File: config.mk
export PLATFORM = sky130hd
export DESIGN_NAME = ahb_timer_slave_flat
export DESIGN_NICKNAME = d
export VERILOG_FILES = /design/src/rtl/ahb_timer_slave_if.sv /design/src/rtl/ahb_timer_slave.sv /design/src/flat_wrapper.sv
export SDC_FILE = /design/constraint.sdc
export NUM_CORES = 1
export LEC_CHECK = 0
export ABC_CLOCK_PERIOD_IN_PS = 1230
export BUFFER_PORTS_ARGS = -buffer_cell sky130_fd_sc_hd__buf_2
export CELL_PAD_IN_SITES_DETAIL_PLACEMENT = 1
export CELL_PAD_IN_SITES_GLOBAL_PLACEMENT = 2
export CORE_ASPECT_RATIO = 1.75
export CORE_MARGIN = 5
export CORE_UTILIZATION = 10
export DETAILED_ROUTE_END_ITERATION = 7
export GPL_ROUTABILITY_DRIVEN = 0
export GPL_TIMING_DRIVEN = 0
export PLACE_DENSITY_LB_ADDON = 0.1
export SETUP_SLACK_MARGIN = 0.5
export SYNTH_ARGS = -nofsm -noshare
export SYNTH_HDL_FRONTEND = slang
export SYNTH_SLANG_ARGS = --single-unit
File: constraint.sdc
create_clock -name clk -period 1.23 [get_ports clk]
set_input_delay 0.1845 -clock clk [delete_from_list [all_inputs] [get_ports clk]]
set_output_delay 0.1845 -clock clk [all_outputs]
set_load 0.01 [all_outputs]
File: src/rtl/ahb_timer_slave_if.sv
// AHB-Lite bus bundle between a master and the timer slave front end.
interface ahb_timer_slave_if #(
    parameter int ADDR_WIDTH = 32,
    parameter int DATA_WIDTH = 32
);
    logic                  HSEL;
    logic [ADDR_WIDTH-1:0] HADDR;
    logic [1:0]            HTRANS;
    logic                  HWRITE;
    logic [2:0]            HSIZE;
    logic [DATA_WIDTH-1:0] HWDATA;
    logic                  HREADY;
    logic [DATA_WIDTH-1:0] HRDATA;
    logic                  HREADYOUT;
    logic                  HRESP;

    modport master (
        output HSEL, HADDR, HTRANS, HWRITE, HSIZE, HWDATA, HREADY,
        input  HRDATA, HREADYOUT, HRESP
    );

    modport slave (
        input  HSEL, HADDR, HTRANS, HWRITE, HSIZE, HWDATA, HREADY,
        output HRDATA, HREADYOUT, HRESP
    );
endinterface

File: src/rtl/ahb_timer_slave.sv
// AHB-Lite slave front end for the timer core: decodes bus phases into core strobes.
// Define TIMER_AHB_ERR_EN for the two-cycle ERROR response on illegal transfers.
module ahb_timer_slave #(
    parameter int ADDR_WIDTH = 32,
    parameter int DATA_WIDTH = 32
) (
    input  logic                  clk,
    input  logic                  rst_n,
    ahb_timer_slave_if.slave      bus,
    output logic                  en,
    output logic [1:0]            Addr,
    output logic                  we,
    output logic                  re,
    output logic [DATA_WIDTH-1:0] load,
    output logic [1:0]            size,
    input  logic [DATA_WIDTH-1:0] counter_value
);
    localparam logic [2:0] IDLE = 3'd0;
    localparam logic [2:0] WR   = 3'd1;
    localparam logic [2:0] RD   = 3'd2;
    localparam logic [2:0] ERR1 = 3'd3;
    localparam logic [2:0] ERR2 = 3'd4;

    logic [2:0] state, state_nxt;
    logic       accept;
    logic       illegal;
    logic       unused_bits;

    assign unused_bits = ^{bus.HADDR[ADDR_WIDTH-1:4], bus.HTRANS[0]};

    // ERR1 holds the bus, so nothing is sampled there even if HREADY is mis-wired.
    assign accept  = bus.HSEL && bus.HREADY && bus.HTRANS[1] && (state != ERR1);
    assign illegal = (bus.HADDR[1:0] != 2'b00) || (bus.HSIZE != 3'b010) ||
                     (bus.HWRITE && (bus.HADDR[3:2] == 2'b11));

    always_comb begin
        state_nxt = IDLE;
        if (state == ERR1) begin
            state_nxt = ERR2;
        end else if (accept) begin
            if (illegal) begin
`ifdef TIMER_AHB_ERR_EN
                state_nxt = ERR1;
`else
                state_nxt = IDLE;
`endif
            end else begin
                state_nxt = bus.HWRITE ? WR : RD;
            end
        end
    end

    always_ff @(posedge clk or negedge rst_n) begin
        if (!rst_n) begin
            state <= IDLE;
            Addr  <= 2'b00;
            size  <= 2'b00;
            en    <= 1'b0;
        end else begin
            state <= state_nxt;
            en    <= 1'b1;
            if (accept) begin
                Addr <= bus.HADDR[3:2];
                size <= bus.HSIZE[1:0];
            end
        end
    end

    // All data-phase outputs decode straight from state so reset clears them asynchronously.
    assign we            = (state == WR);
    assign re            = (state == RD);
    assign load          = we ? bus.HWDATA : '0;
    assign bus.HRDATA    = re ? counter_value : '0;
    assign bus.HREADYOUT = (state != ERR1);
    assign bus.HRESP     = (state == ERR1) || (state == ERR2);
endmodule

File: src/flat_wrapper.sv
// flat-port wrapper written by rule: the top's interface ports become plain ports
module ahb_timer_slave_flat 
#(
    parameter int ADDR_WIDTH = 32,
    parameter int DATA_WIDTH = 32
)
  (clk, rst_n, en, Addr, we, re, load, size, counter_value, bus_HSEL, bus_HADDR, bus_HTRANS, bus_HWRITE, bus_HSIZE, bus_HWDATA, bus_HREADY, bus_HRDATA, bus_HREADYOUT, bus_HRESP);
  ahb_timer_slave_if #(.ADDR_WIDTH(ADDR_WIDTH), .DATA_WIDTH(DATA_WIDTH)) bus_i ();
  input  logic clk;
  input  logic rst_n;
  output logic en;
  output logic [1:0] Addr;
  output logic we;
  output logic re;
  output logic [DATA_WIDTH-1:0] load;
  output logic [1:0] size;
  input  logic [DATA_WIDTH-1:0] counter_value;
  input wire logic [$bits(bus_i.HSEL)-1:0] bus_HSEL;
  input wire logic [$bits(bus_i.HADDR)-1:0] bus_HADDR;
  input wire logic [$bits(bus_i.HTRANS)-1:0] bus_HTRANS;
  input wire logic [$bits(bus_i.HWRITE)-1:0] bus_HWRITE;
  input wire logic [$bits(bus_i.HSIZE)-1:0] bus_HSIZE;
  input wire logic [$bits(bus_i.HWDATA)-1:0] bus_HWDATA;
  input wire logic [$bits(bus_i.HREADY)-1:0] bus_HREADY;
  output wire logic [$bits(bus_i.HRDATA)-1:0] bus_HRDATA;
  output wire logic [$bits(bus_i.HREADYOUT)-1:0] bus_HREADYOUT;
  output wire logic [$bits(bus_i.HRESP)-1:0] bus_HRESP;
  assign bus_i.HSEL = bus_HSEL;
  assign bus_i.HADDR = bus_HADDR;
  assign bus_i.HTRANS = bus_HTRANS;
  assign bus_i.HWRITE = bus_HWRITE;
  assign bus_i.HSIZE = bus_HSIZE;
  assign bus_i.HWDATA = bus_HWDATA;
  assign bus_i.HREADY = bus_HREADY;
  assign bus_HRDATA = bus_i.HRDATA;
  assign bus_HREADYOUT = bus_i.HREADYOUT;
  assign bus_HRESP = bus_i.HRESP;
  ahb_timer_slave #(.ADDR_WIDTH(ADDR_WIDTH), .DATA_WIDTH(DATA_WIDTH)) u_core (.clk(clk), .rst_n(rst_n), .bus(bus_i), .en(en), .Addr(Addr), .we(we), .re(re), .load(load), .size(size), .counter_value(counter_value));
endmodule
# After elaboration in Yosys (flattened, before gate mapping)

Cells that the tools add are included.

Flip-flop bits (word level): 8
Input bits: 106
Word-level logic and storage cells: 25
Output and inout bits: 73

Muxes and demuxes: 6
Reductions and logical operators: 8
Equal/unequal tests: 7

Operator list:

| cell               | number |
|---|---|
| $mux 32            | 2 |
| $mux 3             | 3 |
| $eq 3x2->1 const B | 2 |
| $ne 3x2->1 const B | 2 |
| $logic_and 1x1->1  | 4 |
| $eq 3x1->1 const B | 1 |
| $eq 3x3->1 const B | 1 |
| $logic_or 1x1->1   | 3 |
| $eq 2x2->1 const B | 1 |
| $mux 2             | 1 |
| $reduce_bool 2->1  | 1 |

# Depth between registers and ports, before layout

Depth in word-level cells: 6
Gate-level depth with buffers: 4
Depth with buffers taken out: 3

# Worst setup path after synthesis

No wires, ideal clock.

Path kind: reg-to-reg
Start point: reg u_core.state[2]
End point: reg u_core.Addr[0]
Path slack: -0.089 ns
Arrival: 1.192 ns
Setup time: 0.127 ns
Data required time: 1.103 ns
Stages on the path, launching flop included: 5
Path buffers: 1
Clock period less this slack: 1.319 ns
Path through: dfrtp_1 > nand3b_4 > and4_4 > buf_6 > mux2_1

Longest elaborated chain between the ends: 2

RTL lines:

| element                  | line                  | RTL |
|---|---|---|
| start: declaration       | ahb_timer_slave.sv:24 | `logic [2:0] state, state_nxt;` |
| start signal: assignment | ahb_timer_slave.sv:60 | `state <= state_nxt;` |
| $ne 3x2->1               | --                    |  |
| via bus_HREADYOUT        | flat_wrapper.sv:26    | `output wire logic [$bits(bus_i.HREADYOUT)-1:0] bus_HREADYOUT;` |
| $logic_and 1x1->1        | ahb_timer_slave.sv:32 | `assign accept = bus.HSEL && bus.HREADY && bus.HTRANS[1] && (state != ERR1);` |
| end signal: assignment   | ahb_timer_slave.sv:63 | `Addr <= bus.HADDR[3:2];` |
| end: declaration         | ahb_timer_slave.sv:11 | `output logic [1:0] Addr,` |

The timed path passes the listed nets, and every way through them passes these cells.
A chain may end at the register's enable or synchronous reset.

# Final worst setup path

Start point: reg u_core.state[0]
End point: out bus_HRDATA[10]

Longest elaborated chain between the ends: 2

RTL lines:

| element          | line                  | RTL |
|---|---|---|
| $eq 3x2->1       | ahb_timer_slave.sv:71 | `assign re = (state == RD);` |
| $mux 32          | ahb_timer_slave.sv:73 | `assign bus.HRDATA = re ? counter_value : '0;` |
| end: declaration | flat_wrapper.sv:25    | `output wire logic [$bits(bus_i.HRDATA)-1:0] bus_HRDATA;` |

Every way passes these cells.

==> reports/qor.yml <==
clock_network:
  ctsHtreeMaxLevel: 1
  cts_made_buffers: 3
  clock_sinks: 8
  insertion_delay_ns: 0.23
  cts_tree: "built"
  clkTransAtPathRegs_ns: 0.04
  clock_path_buffers: 2
  cts_root_buf: "clkbuf_16"
grt:
  grt_first_pass_wirelength_mm: 6.782
  gr-total-overflow: 0
  grt_max_degree: 11
  grt_pass1_vias: 1277
  grt_use_total: 0.08466
  antenna_found_initial: 0
setup_path:
  crit_chain: "nor3b_4 -> buf_6 -> clkbuf_8 -> and2_4 -> buf_6"
  critPathLaunchType: "flop"
  critical-path-top-delay-family: "flip-flops"
  timing.critical_path.mode_cell: "buf_6"
  slowest_stage: "dfrtp_2"
  endpoint_kind: "output pin"
  cp_num_buf_inv: 3
  crit_fanout: 8
  worstPathArrival_ns: 1.41
  path_class: "reg2out"
  crit_required_ns: 1.05
  cpPeakStageDelay_ns: 0.43
power_and_ir_drop:
  power.density_nw_per_um2: 463.1
  clockPowerShare: 0.488
  p_leak_nw: 1.343
  switchingPower_uw: 215.6
  combPwrFrac: 0.233
  p_int_uw: 881.8
  ir_drop_uv: 796.1
  total_power_mw: 1.097
  p_sw_frac: 0.1965
  pwr-share-seq: 0.279
floorplanning:
  core_um2: 7855
  rows: 43
  die_area_um2: 9856
  io_pins: 179
  start_util: 0.1007
  die_y_um: 127.6
  die_w_um: 77.22
logic_synthesis:
  synth_cell_types: 17
  ys_ff_latch: 8
  yosys_warnings: 0
  synth_area_um2: 790.8
  netlist_instances: 96
  synth.yosys.seq_area_share: 0.2532
  synth_area_leader_cell: "and2_1"
  syn_area_per_cell_um2: 8.237
  yosysTopAreaCellShare: 0.5063
  synth_area_leaders: "and2_1, dfrtp_1, mux2_1"
  syn_nets: 202
placement:
  dpl.cell_count: 335
  port_buffers: 149
  dp_hpwl_mm: 4.150
  place_area_um2: 1750
  post-place-ws_ns: -0.4009
route:
  viasPerCell: 3.609
  num_vias: 1256
  wl_mm: 4.669
  drtAntennaViolNets: 0
  route.detailed.drc: 0
  drtPass1Iterations: 2
  drt_iter0_drc: 8
  wl_per_cell_um: 13.42
sta:
  setup_violations: 72
  finalHoldViolations: 0
  max_freq_mhz: 625.7
  rsz0062_at_grt: "true"
  whs_ns: 0.2063
  worst_slack_ns: -0.3681
  period_minus_slack_ns: 1.598
  period_share: 1.299
  fin_skew_ns: 0.0003458
  slew_violations: 0
cells_and_area:
  final_cell_mix: "buf_2, buf_6, and2_4"
  layout_commonest_cell: "buf_2"
  layout-drive-gt1-share: 0.8798
  fin_nets: 366
  area_growth_pct: 199.7
  design_area_um2: 2370
  final_cells: 348
  antenna_cells: 0
worst_hold_path:
  min_path_type: "in2reg"
run_status:
  violations: "negative setup slack"
  status: "finished with violations"
run:
  cap_violations: 0
==> final timing paths <==
path                                            start                          to  slack, ns  cells after the start
setup / recovery            u_core.state[0]$_DFF_PN0_              bus_HRDATA[10]      -0.37                      5
hold / removal                           bus_HSIZE[1]  u_core.size[1]$_DFFE_PN0P_       0.21                      2
setup reg to reg            u_core.state[0]$_DFF_PN0_  u_core.Addr[1]$_DFFE_PN0P_      -0.17                      5
hold reg to reg            u_core.Addr[1]$_DFFE_PN0P_  u_core.Addr[1]$_DFFE_PN0P_       0.50                      1
max in group asynchronous                       rst_n   u_core.state[0]$_DFF_PN0_       0.71                      2
min in group asynchronous                       rst_n  u_core.size[0]$_DFFE_PN0P_       0.33                      2
==> layout make-up <==
cell class                      instances  area (µm²)
Inverter                                1       3.754
Timing Repair Buffer                  159        1184
Sequential cell                         8       203.9
Multi-Input combinational cell         80       698.2
Tap cell                               90       112.6
Fill cell                             913        5485
Clock buffer                            3       75.07
Buffer                                  7       92.59
==> power by group through the flow <==
| stage | Sequential, mW | Clock [mW] | Combinational (mW) |
|---|---|---|---|
| floorplan | 0.321 | 0 | 0.0518 |
| global placement | 0.309 | 0 | 0.219 |
| detailed placement | 0.307 | 0 | 0.225 |
| CTS | 0.306 | 0.553 | 0.242 |
| global route | 0.311 | 0.563 | 0.281 |
| finish | 0.306 | 0.536 | 0.255 |
==> registers in the layout, summed over array words and instances, names as in the netlist <==
| name | count |
|---|---|
| u_core.size | 2 |
| u_core.state | 3 |
| u_core.Addr | 2 |
| u_core.en | 1 |
==> kinds of logic after synthesis <==
| logic type | synth area share |
|---|---|
| compound gates | 0.006323 |
| buf+inv | 0.05062 |
| flops | 0.2532 |
| mux | 0.05696 |
| other cells | 0.004742 |
| simple gates | 0.6282 |
==> routing by layer <==
layer,GRT usage,share of wire,vias up
li1,-,-,618
met1,0.08090,0.30,544
met2,0.1738,0.59,90
met3,0.02398,0.11,4
met4,0.01518,0.0041,0
met5,0,0,-
==> synth_stat cells <==
| cell | number |
|---|---|
| and2_1 | 64 |
| o21ai_0 | 1 |
| dfrtp_1 | 8 |
| and4_4 | 1 |
| inv_1 | 1 |
| buf_6 | 1 |
| and3b_1 | 1 |
| clkbuf_1 | 4 |
| nand2_1 | 1 |
| buf_2 | 2 |
| nor4_1 | 1 |
| mux2_1 | 4 |
| nand2b_1 | 2 |
| nor3b_2 | 2 |
| conb_1 | 1 |
| nand3b_4 | 1 |
| and4_1 | 1 |
==> repair_timing <==
action / CTS / global route
hold buffers: 1 / 0
cloned: 2 / 0
endpoints found under the hold margin: 8 / 0
setup buffers: 6 / 1
gates resized for setup: 72 / 31
pin swaps: 21 / 3
endpoints found under the setup margin: 79 / 80
==> metrics by stage <==
| stage | setup TNS [ns] | utilization |
|---|---|---|
| after global placement | -19.53 | 0.2228 |
| after detailed placement | -21.54 | 0.2228 |
| final | -22.82 | 0.3017 |
| after CTS | -23.28 | 0.2832 |
| after global routing | -27.57 | 0.3017 |
| after floorplan | -1.389 | - |
Note: power is estimated with default switching activity, not from simulation.
